--- src/rtl/serial_pkg.sv ---
// Shared definitions for the serial framing transmitter and its receive-side checker.
package serial_pkg;

    typedef enum logic [2:0] {
        IDLE   = 3'd0,
        START  = 3'd1,
        DATA   = 3'd2,
        PARITY = 3'd3,
        STOP   = 3'd4
    } state_t;

    localparam logic IDLE_LEVEL  = 1'b1;
    localparam logic START_LEVEL = 1'b0;
    localparam logic STOP_LEVEL  = 1'b1;

    // Cycles occupied by one frame: start + data + optional parity + stop.
    function automatic int frame_len(input int width, input int parity_en);
        return 32'sd2 + width + parity_en;
    endfunction

endpackage

--- src/rtl/frame_parity.sv ---
// Combinational parity of a data word; even parity is the XOR-reduction, odd is its inverse.
module frame_parity
    import serial_pkg::*;
#(
    parameter int WIDTH = 8
) (
    input  logic [WIDTH-1:0] data,
    input  logic             odd,
    output logic             parity
);

    assign parity = (^data) ^ odd;

endmodule

--- src/rtl/serial_frame_tx.sv ---
// Framed parallel-to-serial transmitter: start bit, data LSB-first, optional parity, stop bit.
module serial_frame_tx
    import serial_pkg::*;
#(
    parameter int WIDTH     = 8,
    parameter int PARITY_EN = 1,
    parameter int ODD       = 0
) (
    input  logic             clock,
    input  logic             resetn,
    input  logic [WIDTH-1:0] din,
    input  logic             load_valid,
    output logic             load_ready,
    output logic             sout,
    output logic             busy,
    output logic             frame_done
);

    localparam int            CW       = (WIDTH > 1) ? $clog2(WIDTH) : 1;
    localparam logic [CW-1:0] LAST_BIT = CW'(WIDTH - 1);

    state_t           state_r;
    logic [WIDTH-1:0] shreg_r;
    logic [CW-1:0]    cnt_r;
    logic             parity_r;
    logic             sout_r;
    logic             busy_r;
    logic             done_r;
    logic             parity_s;
    logic             xfer_s;

    frame_parity #(
        .WIDTH (WIDTH)
    ) u_parity (
        .data   (din),
        .odd    (ODD != 0),
        .parity (parity_s)
    );

    // Ready in IDLE and STOP so a new word can chain onto the stop bit without a gap.
    always_comb begin
        load_ready = 1'b0;
        if (resetn && ((state_r == IDLE) || (state_r == STOP))) begin
            load_ready = 1'b1;
        end else begin
            load_ready = 1'b0;
        end
    end

    assign xfer_s = load_valid && load_ready;

    // Frame sequencer; sout is registered so each bit is presented for one full cycle.
    always_ff @(posedge clock) begin
        if (!resetn) begin
            state_r  <= IDLE;
            sout_r   <= IDLE_LEVEL;
            busy_r   <= 1'b0;
            done_r   <= 1'b0;
            cnt_r    <= '0;
            shreg_r  <= '0;
            parity_r <= 1'b0;
        end else begin
            case (state_r)
                IDLE, STOP: begin
                    if (xfer_s) begin
                        state_r  <= START;
                        sout_r   <= START_LEVEL;
                        busy_r   <= 1'b1;
                        done_r   <= 1'b0;
                        shreg_r  <= din;
                        parity_r <= parity_s;
                    end else begin
                        state_r <= IDLE;
                        sout_r  <= IDLE_LEVEL;
                        busy_r  <= 1'b0;
                        done_r  <= 1'b0;
                    end
                end
                START: begin
                    state_r <= DATA;
                    sout_r  <= shreg_r[0];
                    shreg_r <= shreg_r >> 1;
                    cnt_r   <= '0;
                end
                DATA: begin
                    if (cnt_r == LAST_BIT) begin
                        if (PARITY_EN != 0) begin
                            state_r <= PARITY;
                            sout_r  <= parity_r;
                        end else begin
                            state_r <= STOP;
                            sout_r  <= STOP_LEVEL;
                            done_r  <= 1'b1;
                        end
                    end else begin
                        sout_r  <= shreg_r[0];
                        shreg_r <= shreg_r >> 1;
                        cnt_r   <= cnt_r + CW'(1);
                    end
                end
                PARITY: begin
                    state_r <= STOP;
                    sout_r  <= STOP_LEVEL;
                    done_r  <= 1'b1;
                end
                default: begin
                    state_r <= IDLE;
                    sout_r  <= IDLE_LEVEL;
                    busy_r  <= 1'b0;
                    done_r  <= 1'b0;
                end
            endcase
        end
    end

    assign sout       = sout_r;
    assign busy       = busy_r;
    assign frame_done = done_r;

endmodule

--- config.mk ---
export PLATFORM = sky130hd
export DESIGN_NAME = serial_frame_tx
export DESIGN_NICKNAME = d
export VERILOG_FILES = /design/src/rtl/serial_pkg.sv /design/src/rtl/frame_parity.sv /design/src/rtl/serial_frame_tx.sv
export SDC_FILE = /design/constraint.sdc
export NUM_CORES = 1
export LEC_CHECK = 0
export BUFFER_PORTS_ARGS = -buffer_cell sky130_fd_sc_hd__buf_2
export CAP_MARGIN = 25
export CELL_PAD_IN_SITES_DETAIL_PLACEMENT = 1
export CELL_PAD_IN_SITES_GLOBAL_PLACEMENT = 2
export CORE_ASPECT_RATIO = 0.7
export CORE_MARGIN = 2
export CORE_UTILIZATION = 36
export CTS_CLUSTER_DIAMETER = 30
export DETAILED_ROUTE_END_ITERATION = 16
export HOLD_SLACK_MARGIN = 0.08
export PLACE_DENSITY_LB_ADDON = 0.1
export SLEW_MARGIN = 10
export SYNTH_ARGS = -nofsm -noshare
export SYNTH_HDL_FRONTEND = slang
export SYNTH_HIERARCHICAL = 1
export SYNTH_SLANG_ARGS = --single-unit
--- constraint.sdc ---
create_clock -name clock -period 4.75 [get_ports clock]
set_clock_uncertainty 0.05 [all_clocks]
set_input_delay 0 -clock clock [delete_from_list [all_inputs] [get_ports clock]]
set_output_delay 0 -clock clock [all_outputs]
set_load 0.05 [all_outputs]
==> impl_metrics.toml, run 1 <==
[run_status]
status = "complete, no violations"

[floorplanning]
die_w_um = 64.7
start_util = 0.378
boundaryPins = 15
die_h_um = 46.5
fp.coreArea_um2 = 2460
rows = 15
dieArea_um2 = 3010

[synthesis]
ys_async_sr_fraction = 0
synth-seq-area-share = 0.388
synth_top_flop_cell = "dfxtp_1"
yosysMostFrequentCell = "dfxtp_1"
synth_top_area_frac = 0.388
ys_top_cells_by_count = "dfxtp_1, a21oi_1, mux2i_1, o21ai_0"
ys_top_cells_by_area = "dfxtp_1, mux2i_1, a21oi_1"
synth-edff-count = 0
syn_avg_cell_area_um2 = 9.68
ys_ff_latch = 18
syn-num-nets = 109
synth_top_cell_by_area = "dfxtp_1"
syn-instance-count = 96
synth_cell_types = 34
syn-cell-area_um2 = 930
yosysWarnings = 6

[placement]
placed_area_um2 = 1010
hpwl_mm = 1.43
dp.cells = 139
portBuffers = 14
pre_cts_ws_ns = 2.82
place_congestion = 0.692

[sta]
slew_viol_final = 0
min_period_ns = 1.95
max_freq_mhz = 512
grt_setup_unrepaired = "false"
hold_viol_final = 0
worst_slew_pin_slew_ns = 0.500
min_period_over_period = 0.411
slew_headroom = 0.666
finalSetupViolCount = 0
setup_tns_ns = 0
setup_ws_ns = 2.80
hold_slack_ns = 0.0738

[critical_path]
critPathArrivalTime_ns = 2.05
crit_path_start_kind = "flip-flop"
r2r_start = "cnt_r[0]"
crit_start = "cnt_r[0]"
reg2reg_slack_ns = 2.80
end_kind = "flip-flop"
crit_type = "reg -> reg"
r2r_cells = 6
cp_data_required_time_ns = 4.84
worstPathMaxFanout = 5

[power_and_ir_drop]
leakagePower_nw = 0.486
powerDensity_nw_per_um2 = 353
finalPower_uw = 403
ir_drop_v = 0.000240

[cells_and_area]
fillCellCount = 288
nets = 131
area.growth.synth_to_final_pct = 23.0
fin_area_um2 = 1140
fin_util = 0.465
layoutNonFillerInstCount = 151
n_antenna_cell = 0
drive_gt1_frac = 0.214

[global_routing]
track_usage = 0.165
antenna_found_initial = 0
grt_max_degree = 21
grt-ovfl-total = 0
grt_pass1_vias = 731
grt_pass1_wl_mm = 3.61

[job]
max_cap_violations = 0

[hold_path]
hold_class = "in -> reg"
hold-path-cell-count = 3
hp-start = "din[2]"

[detailed_routing]
wl_per_cell_um = 13.7
postRouteAntennaNets = 0
drt-total-wl_mm = 2.07
drc = 0
drtPass1Iterations = 3
first_iter_violations = 36
vias = 729
viasPerCell = 4.83

[clock_network]
postCtsSetupBuffers = 0
cts_htree_levels = 1
cts_tree = "done"
cts-root-buf = "clkbuf_8"
cts_made_buffers = 3
cts_buffer_depth = 2
clock_latency_ns = 0.25
cts_sinks = 18
clkTransAtPathRegs_ns = 0.07
==> layout make-up <==
type                            instances  area, um2  area share
Tap cell                               34       42.5      0.0372
Multi-Input combinational cell         70        524       0.458
Timing Repair Buffer                   22        150       0.131
Sequential cell                        18        360       0.315
Clock buffer                            4       55.1      0.0481
Inverter                                3       11.3     0.00985
==> routing by layer <==
layer | vias up | track usage | wire length (um)
li1 | 375 | - | -
met3 | 2 | 0.0513 | 47
met4 | 0 | 0.0511 | 21
met2 | 7 | 0.268 | 918
met5 | - | 0 | 0
met1 | 345 | 0.212 | 1080
==> power by group <==
part	internal (mW)	switching [mW]
Sequential	0.167	0.0115
Combinational	0.0467	0.0541
Clock	0.0735	0.0503
Total	0.288	0.116
==> sequential cells by signal (all words and copies together) (netlist names) <==
| signal | count |
|---|---|
| sout | 1 |
| shreg_r | 8 |
| state_r | 3 |
| busy | 1 |
| parity_r | 1 |
| cnt_r | 3 |
| frame_done | 1 |
==> kinds of logic (layout without fill, tap and decap cells) <==
kind of cell / after synthesis / after routing / share of synthesized area
AOI/OAI and AO/OA: 23 / 23 / 0.132
xor gates and xnor gates: 8 / 8 / 0.0983
adders and majority gates: 3 / 3 / 0.0377
buffers and inverters: 8 / 29 / 0.0484
DFF: 18 / 18 / 0.388
muxes: 8 / 8 / 0.0861
other: 1 / 1 / 0.00403
and+or+nand+nor: 27 / 27 / 0.206
==> cell usage in the layout, fill, tap and decap left out, drive strengths merged, types with 2 or more instances in the layout <==
master / n
or3b: 2
buf: 14
ha: 2
and2: 3
mux2i: 8
o21ai: 8
nor2: 3
nand2: 2
nor4: 2
dfxtp: 18
and3: 2
xnor2: 6
a21oi: 12
nor2b: 5
dlygate4sd3: 8
inv: 3
clkbuf: 4
and3b: 2
==> timing repair <==
action | CTS | global route
hold buffers | 8 | 0
endpoints found under the setup margin | 0 | 0
gates resized for setup | 0 | 0
endpoints found under the hold margin | 8 | 0
==> critical path, cell delays in order, from the launching register on <==
cell	delay (ns)
dfxtp_1	0.32
ha_1	0.20
ha_1	0.21
or4b_4	0.53
and2_4	0.20
and3_1	0.16
o21a_1	0.17
==> path summary, 6_finish.rpt <==
kind / endpoint
worst max-delay path: shreg_r[7]
worst min-delay path: shreg_r[2]
worst max register to register: shreg_r[7]
worst min register to register: sout
Power figures use the tool's default switching activity.
==> inputs of run 2 (changes only) <==
--- a/config.mk
+++ b/config.mk
@@ -11,7 +11,7 @@
 export CELL_PAD_IN_SITES_GLOBAL_PLACEMENT = 2
 export CORE_ASPECT_RATIO = 0.7
 export CORE_MARGIN = 2
-export CORE_UTILIZATION = 36
+export CORE_UTILIZATION = 33
 export CTS_CLUSTER_DIAMETER = 30
 export DETAILED_ROUTE_END_ITERATION = 16
 export HOLD_SLACK_MARGIN = 0.08
==> constraint.sdc (replaced) <==
create_clock -name clock -period 1.8 [get_ports clock]
set_clock_uncertainty 0.05 [all_clocks]
set_input_delay 0 -clock clock [delete_from_list [all_inputs] [get_ports clock]]
set_output_delay 0 -clock clock [all_outputs]
set_load 0.05 [all_outputs]
==> run 2 against run 1 <==
Compared with the run above: cell area rose by 10%; sequential share of layout area fell by 2.7 points; utilization fell by 0.53 points; critical endpoint unchanged; sequential power rose to 2.6 times the previous value; via count rose by 4.3%; the run now ends with negative setup slack left; critical path depth did not move; die area rose by 8.4%; worst setup slack got worse by 2.8 ns; register-to-register slack got worse by 2.8 ns; combinational power rose to 3.1 times the previous value; highest routed layer unchanged.
==> impl_metrics.toml, run 2 (same netlist as run 1, synthesis figures left out) <==
[cells_and_area]
final_cell_mix = "dfxtp_1, buf_2, a21oi_1, dlygate4sd3_1"
n_antenna_cell = 0
nets = 140
fin_area_um2 = 1260
ff_latch_area_um2 = 363
largest_reg_flops = 8
fillCellCount = 310
area.growth.synth_to_final_pct = 35.7
regMostFlops = "shreg_r"
drive_gt1_frac = 0.302
multi_input_area_um2 = 554
layout_commonest_cell = "dfxtp_1"
top_regs = "shreg_r: 8 flops, cnt_r: 3 flops, state_r: 3 flops"

[power_and_ir_drop]
p_int_uw = 793
combPwrFrac = 0.285
finalPower_mw = 1.11
p_clk_frac = 0.296
powerDensity_nw_per_um2 = 879
switching_share = 0.285
p_seq_frac = 0.419
net-switching-power_uw = 316
ir_drop_v = 0.000507
leakagePower_nw = 0.529

[sta]
min_period_over_period = 1.02
setup_ws_ns = -0.0333
grt_setup_unrepaired = "true"
max_freq_mhz = 545
min_period_ns = 1.83
finalSetupViolCount = 1
hold_viol_final = 0
hold_slack_ns = 0.0941
slew_viol_final = 0

[floorplanning]
start_util = 0.339
rows = 16
die_h_um = 48.4
boundaryPins = 15
dieArea_um2 = 3260
die_w_um = 67.4
fp.coreArea_um2 = 2740

[placement]
portBuffers = 14
placed_area_um2 = 1110
hpwl_mm = 1.54
pre_cts_ws_ns = -0.0485
place_congestion = 0.720

[clock_network]
cts-root-buf = "clkbuf_8"
clock_latency_ns = 0.25
clkTransAtPathRegs_ns = 0.06
cts_made_buffers = 3
cts_htree_levels = 1
cts_tree = "done"
cts_sinks = 18
cts_buffer_depth = 2

[detailed_routing]
drt-total-wl_mm = 2.18
viasPerCell = 4.69
first_iter_violations = 70
drtPass1Iterations = 4
postRouteAntennaNets = 0
wl_per_cell_um = 13.4
drc = 0
vias = 760

[global_routing]
grt_pass1_wl_mm = 3.83
grt_max_degree = 21
grt_pass1_vias = 769
grt-ovfl-total = 0
antenna_found_initial = 0
track_usage = 0.158

[critical_path]
path_cells = "ha_4 > ha_4 > or4b_4 > and2_4 > and3_4 > o21a_1"
critPathArrivalTime_ns = 1.93
cp.buffers_inverters = 0
crit_type = "reg -> reg"
path_delay_family = "simple AND/OR/NAND/NOR gates"
worstPathMaxFanout = 5
crit_top_cell = "ha_4"
crit_path_start_kind = "flip-flop"
end_kind = "flip-flop"
slowest_stage = "or4b_4"
max_stage_delay_ns = 0.55
cp_data_required_time_ns = 1.90

[run_status]
violations = "negative setup slack"
status = "finished with violations"

[hold_path]
hold_class = "in -> reg"

[job]
max_cap_violations = 0
## run 2: changes by cell type in the layout (fill, tap and decap cells not counted), sizes merged
cell and delta:
buf +8, dlygate4sd3 +1
## run 2: area by class of cell
| type | instances | area share |
|---|---|---|
| multi-input combinational | 70 | 0.439 |
| timing repair buffer | 31 | 0.185 |
| clock buffer | 4 | 0.0437 |
| inverter | 3 | 0.00893 |
| tap | 36 | 0.0357 |
| sequential | 18 | 0.288 |
## run 2: worst reg2reg max path, stage by stage (launching register included)
cell     delay, ns
dfxtp_2       0.34
ha_4          0.16
ha_4          0.15
or4b_4        0.55
and2_4        0.19
and3_4        0.14
o21a_1        0.15
## run 2: metal layers
layer | share of wire | GRT usage | vias to the layer above
met2 | 0.43 | 0.224 | 9
met5 | 0 | 0 | -
met1 | 0.53 | 0.229 | 355
met4 | 0.0060 | 0.0306 | 0
li1 | - | - | 394
met3 | 0.035 | 0.0581 | 2
## run 2: path summary, 6_finish.rpt
kind / slack, ns / startpoint / endpoint / cells after the start
max: -0.03 / cnt_r[1] / shreg_r[7] / 6
min: 0.09 / din[7] / shreg_r[7] / 3
max reg2reg: -0.03 / cnt_r[1] / shreg_r[7] / 6
min reg2reg: 0.44 / shreg_r[0] / sout / 2
## run 2: power by group through the flow
stage                     sequential (mW)  combinational (mW)  clock, mW
after floorplan                     0.485               0.197          0
after global placement              0.474               0.289          0
after detailed placement            0.474               0.296          0
after CTS                           0.465               0.313      0.344
after global routing                0.470               0.349      0.367
final                               0.465               0.316      0.328
## run 2: per-stage QoR
| stage | std cells | TNS [ns] | util |
|---|---|---|---|
| 6_report | 162 | -0.0333 | 0.460 |
| 5_1_grt | 162 | -0.818 | 0.460 |
| 4_1_cts | 161 | -0.0523 | 0.457 |
| 3_5_place_dp | 148 | -0.0728 | 0.404 |
| 3_3_place_gp | 148 | -0.0113 | 0.404 |
| 2_1_floorplan | 96 | 0 | - |
## run 2: timing repair
| action | 4_1_cts | 5_1_grt |
|---|---|---|
| hold buffers | 9 | 0 |
| pin swaps | 1 | 0 |
| hold endpoints to repair | 9 | 0 |
| buffers inserted | 0 | 1 |
| gates resized for setup | 0 | 0 |
| setup endpoints to repair | 7 | 10 |
==> inputs of run 3 (changes only) <==
--- a/config.mk
+++ b/config.mk
@@ -5,6 +5,7 @@
 export SDC_FILE = /design/constraint.sdc
 export NUM_CORES = 1
 export LEC_CHECK = 0
+export ABC_CLOCK_PERIOD_IN_PS = 1800
 export BUFFER_PORTS_ARGS = -buffer_cell sky130_fd_sc_hd__buf_2
 export CAP_MARGIN = 25
 export CELL_PAD_IN_SITES_DETAIL_PLACEMENT = 1
==> constraint.sdc (replaced) <==
create_clock -name clock -period 1.8 [get_ports clock]
set_clock_uncertainty 0.05 [all_clocks]
set_input_delay 0.09 -clock clock [delete_from_list [all_inputs] [get_ports clock]]
set_output_delay 0.09 -clock clock [all_outputs]
set_load 0.05 [all_outputs]
==> run 3 against run 2 <==
Compared with the run above: the flow still finishes with violations (negative setup slack); power down 1.6%; fmax up 0.28%; count of clock-buffer cells in the layout unchanged; cell count down 5.6%; combinational power down 6%; routed wire length down 8.9%; first-iteration DRC count down 23%; die area unchanged; worst hold slack better by 0.015 ns; non-clock buffer count down 9; critical path type unchanged; highest routed layer unchanged.
==> impl_metrics.toml, run 3 (same netlist as run 1, synthesis figures left out) <==
[run_status]
status = "finished with violations"
violations = "negative setup slack"

[power_and_ir_drop]
powerDensity_nw_per_um2 = 932
leakagePower_nw = 0.492
ir_drop_v = 0.000537

[floorplanning]
die_w_um = 67.4
dieArea_um2 = 3260
die_h_um = 48.4
fp.coreArea_um2 = 2740
boundaryPins = 15
start_util = 0.339
rows = 16

[sta]
setup_ws_ns = -0.0282
hold_slack_ns = 0.109
min_period_over_period = 1.02
slew_viol_final = 0
grt_setup_unrepaired = "true"
finalSetupViolCount = 2
hold_viol_final = 0
max_freq_mhz = 547
setup_tns_ns = -0.0289
min_period_ns = 1.83

[cells_and_area]
drive_gt1_frac = 0.325
layout_commonest_cell = "dfxtp_1"
nets = 131
regMostFlops = "shreg_r"
fillCellCount = 317
largest_reg_flops = 8
top_regs = "shreg_r: 8 flops, cnt_r: 3 flops, state_r: 3 flops"
final_cell_mix = "dfxtp_1, buf_2, a21oi_1, mux2i_1, o21ai_0"
n_antenna_cell = 0
fin_area_um2 = 1170
area.growth.synth_to_final_pct = 26.0

[hold_path]
hold_class = "in -> reg"

[detailed_routing]
wl_per_cell_um = 13.0
wl_met3_um = 75
drtPass1Iterations = 4
drt-total-wl_mm = 1.98
dr_wl_met2_um = 810
postRouteAntennaNets = 0
viasPerCell = 4.69
first_iter_violations = 54
vias = 717
topRoutingLayerUsed = "met4"
met1_length_mm = 1.08
drc = 0

[critical_path]
crit_type = "reg -> reg"
end_kind = "flip-flop"
cp_data_required_time_ns = 1.90
crit_path_start_kind = "flip-flop"
critPathArrivalTime_ns = 1.92
worstPathMaxFanout = 5

[clock_network]
cts_buffer_depth = 2
holdBufCountCts = 0
cts_made_buffers = 3
cts-root-buf = "clkbuf_8"
ctsResizeCount = 0
clock_latency_ns = 0.25
cts_tree = "done"
clkTransAtPathRegs_ns = 0.07
cts_htree_levels = 1
cts_sinks = 18

[placement]
placed_area_um2 = 1110
hpwl_mm = 1.54
portBuffers = 14
place_congestion = 0.720

[global_routing]
grt_pass1_vias = 724
track_usage = 0.143
grt_pass1_wl_mm = 3.48
antenna_found_initial = 0
grt-ovfl-total = 0
grt_max_degree = 21

[job]
max_cap_violations = 0
-- run 3: cell count changes in the layout (fill, tap and decap cells not counted) --
cell / before / now
dlygate4sd3_1: 9 / 0
-- run 3: repair_timing --
item | 4_1_cts | 5_1_grt
setup buffers | 0 | 1
setup endpoints to repair | 7 | 10
pin swaps | 1 | 0
-- run 3: layer usage --
metal  vias to the layer above  global-route usage
met5                         -                   0
met4                         0              0.0306
met3                         2              0.0581
met2                         9               0.191
met1                       329               0.214
li1                        377                   -
-- run 3: area by class of cell --
type | instances | area (um2) | share of cell area
Inverter | 3 | 11.3 | 0.00962
Timing Repair Buffer | 22 | 143 | 0.122
Tap cell | 36 | 45.0 | 0.0385
Sequential cell | 18 | 363 | 0.310
Clock buffer | 4 | 55.1 | 0.0470
Multi-Input combinational cell | 70 | 554 | 0.473
-- run 3: stage by stage --
step                      instances  setup WS, ns   util  total power, mW
after detailed placement        148       -0.0485  0.404            0.770
after global placement          148       -0.0113  0.404            0.764
after global routing            153       -0.0957  0.427             1.17
after CTS                       152       -0.0404  0.424             1.11
final                           153       -0.0282  0.427             1.09
after floorplan                  96       0.00566      -            0.682
-- run 3: critical path: stages (launching register included) --
cell	delay, ns
dfxtp_2	0.33
ha_4	0.16
ha_4	0.15
or4b_4	0.55
and2_4	0.18
and3_4	0.14
o21a_1	0.15
-- run 3: path summary, 6_finish.rpt --
check                                 from  slack, ns          to  cells past startpoint
worst max-delay path              cnt_r[1]      -0.03  shreg_r[7]                      6
worst min register to register  shreg_r[0]       0.44        sout                      2
worst max register to register    cnt_r[1]      -0.03  shreg_r[7]                      6
worst min-delay path            load_valid       0.11        busy                      3
-- run 3: power by group --
part,total (mW),internal [mW],switching [mW],leakage [nW]
clock,0.328,0.194,0.134,0.0288
combinational,0.298,0.144,0.153,0.314
sequential,0.465,0.442,0.0229,0.149
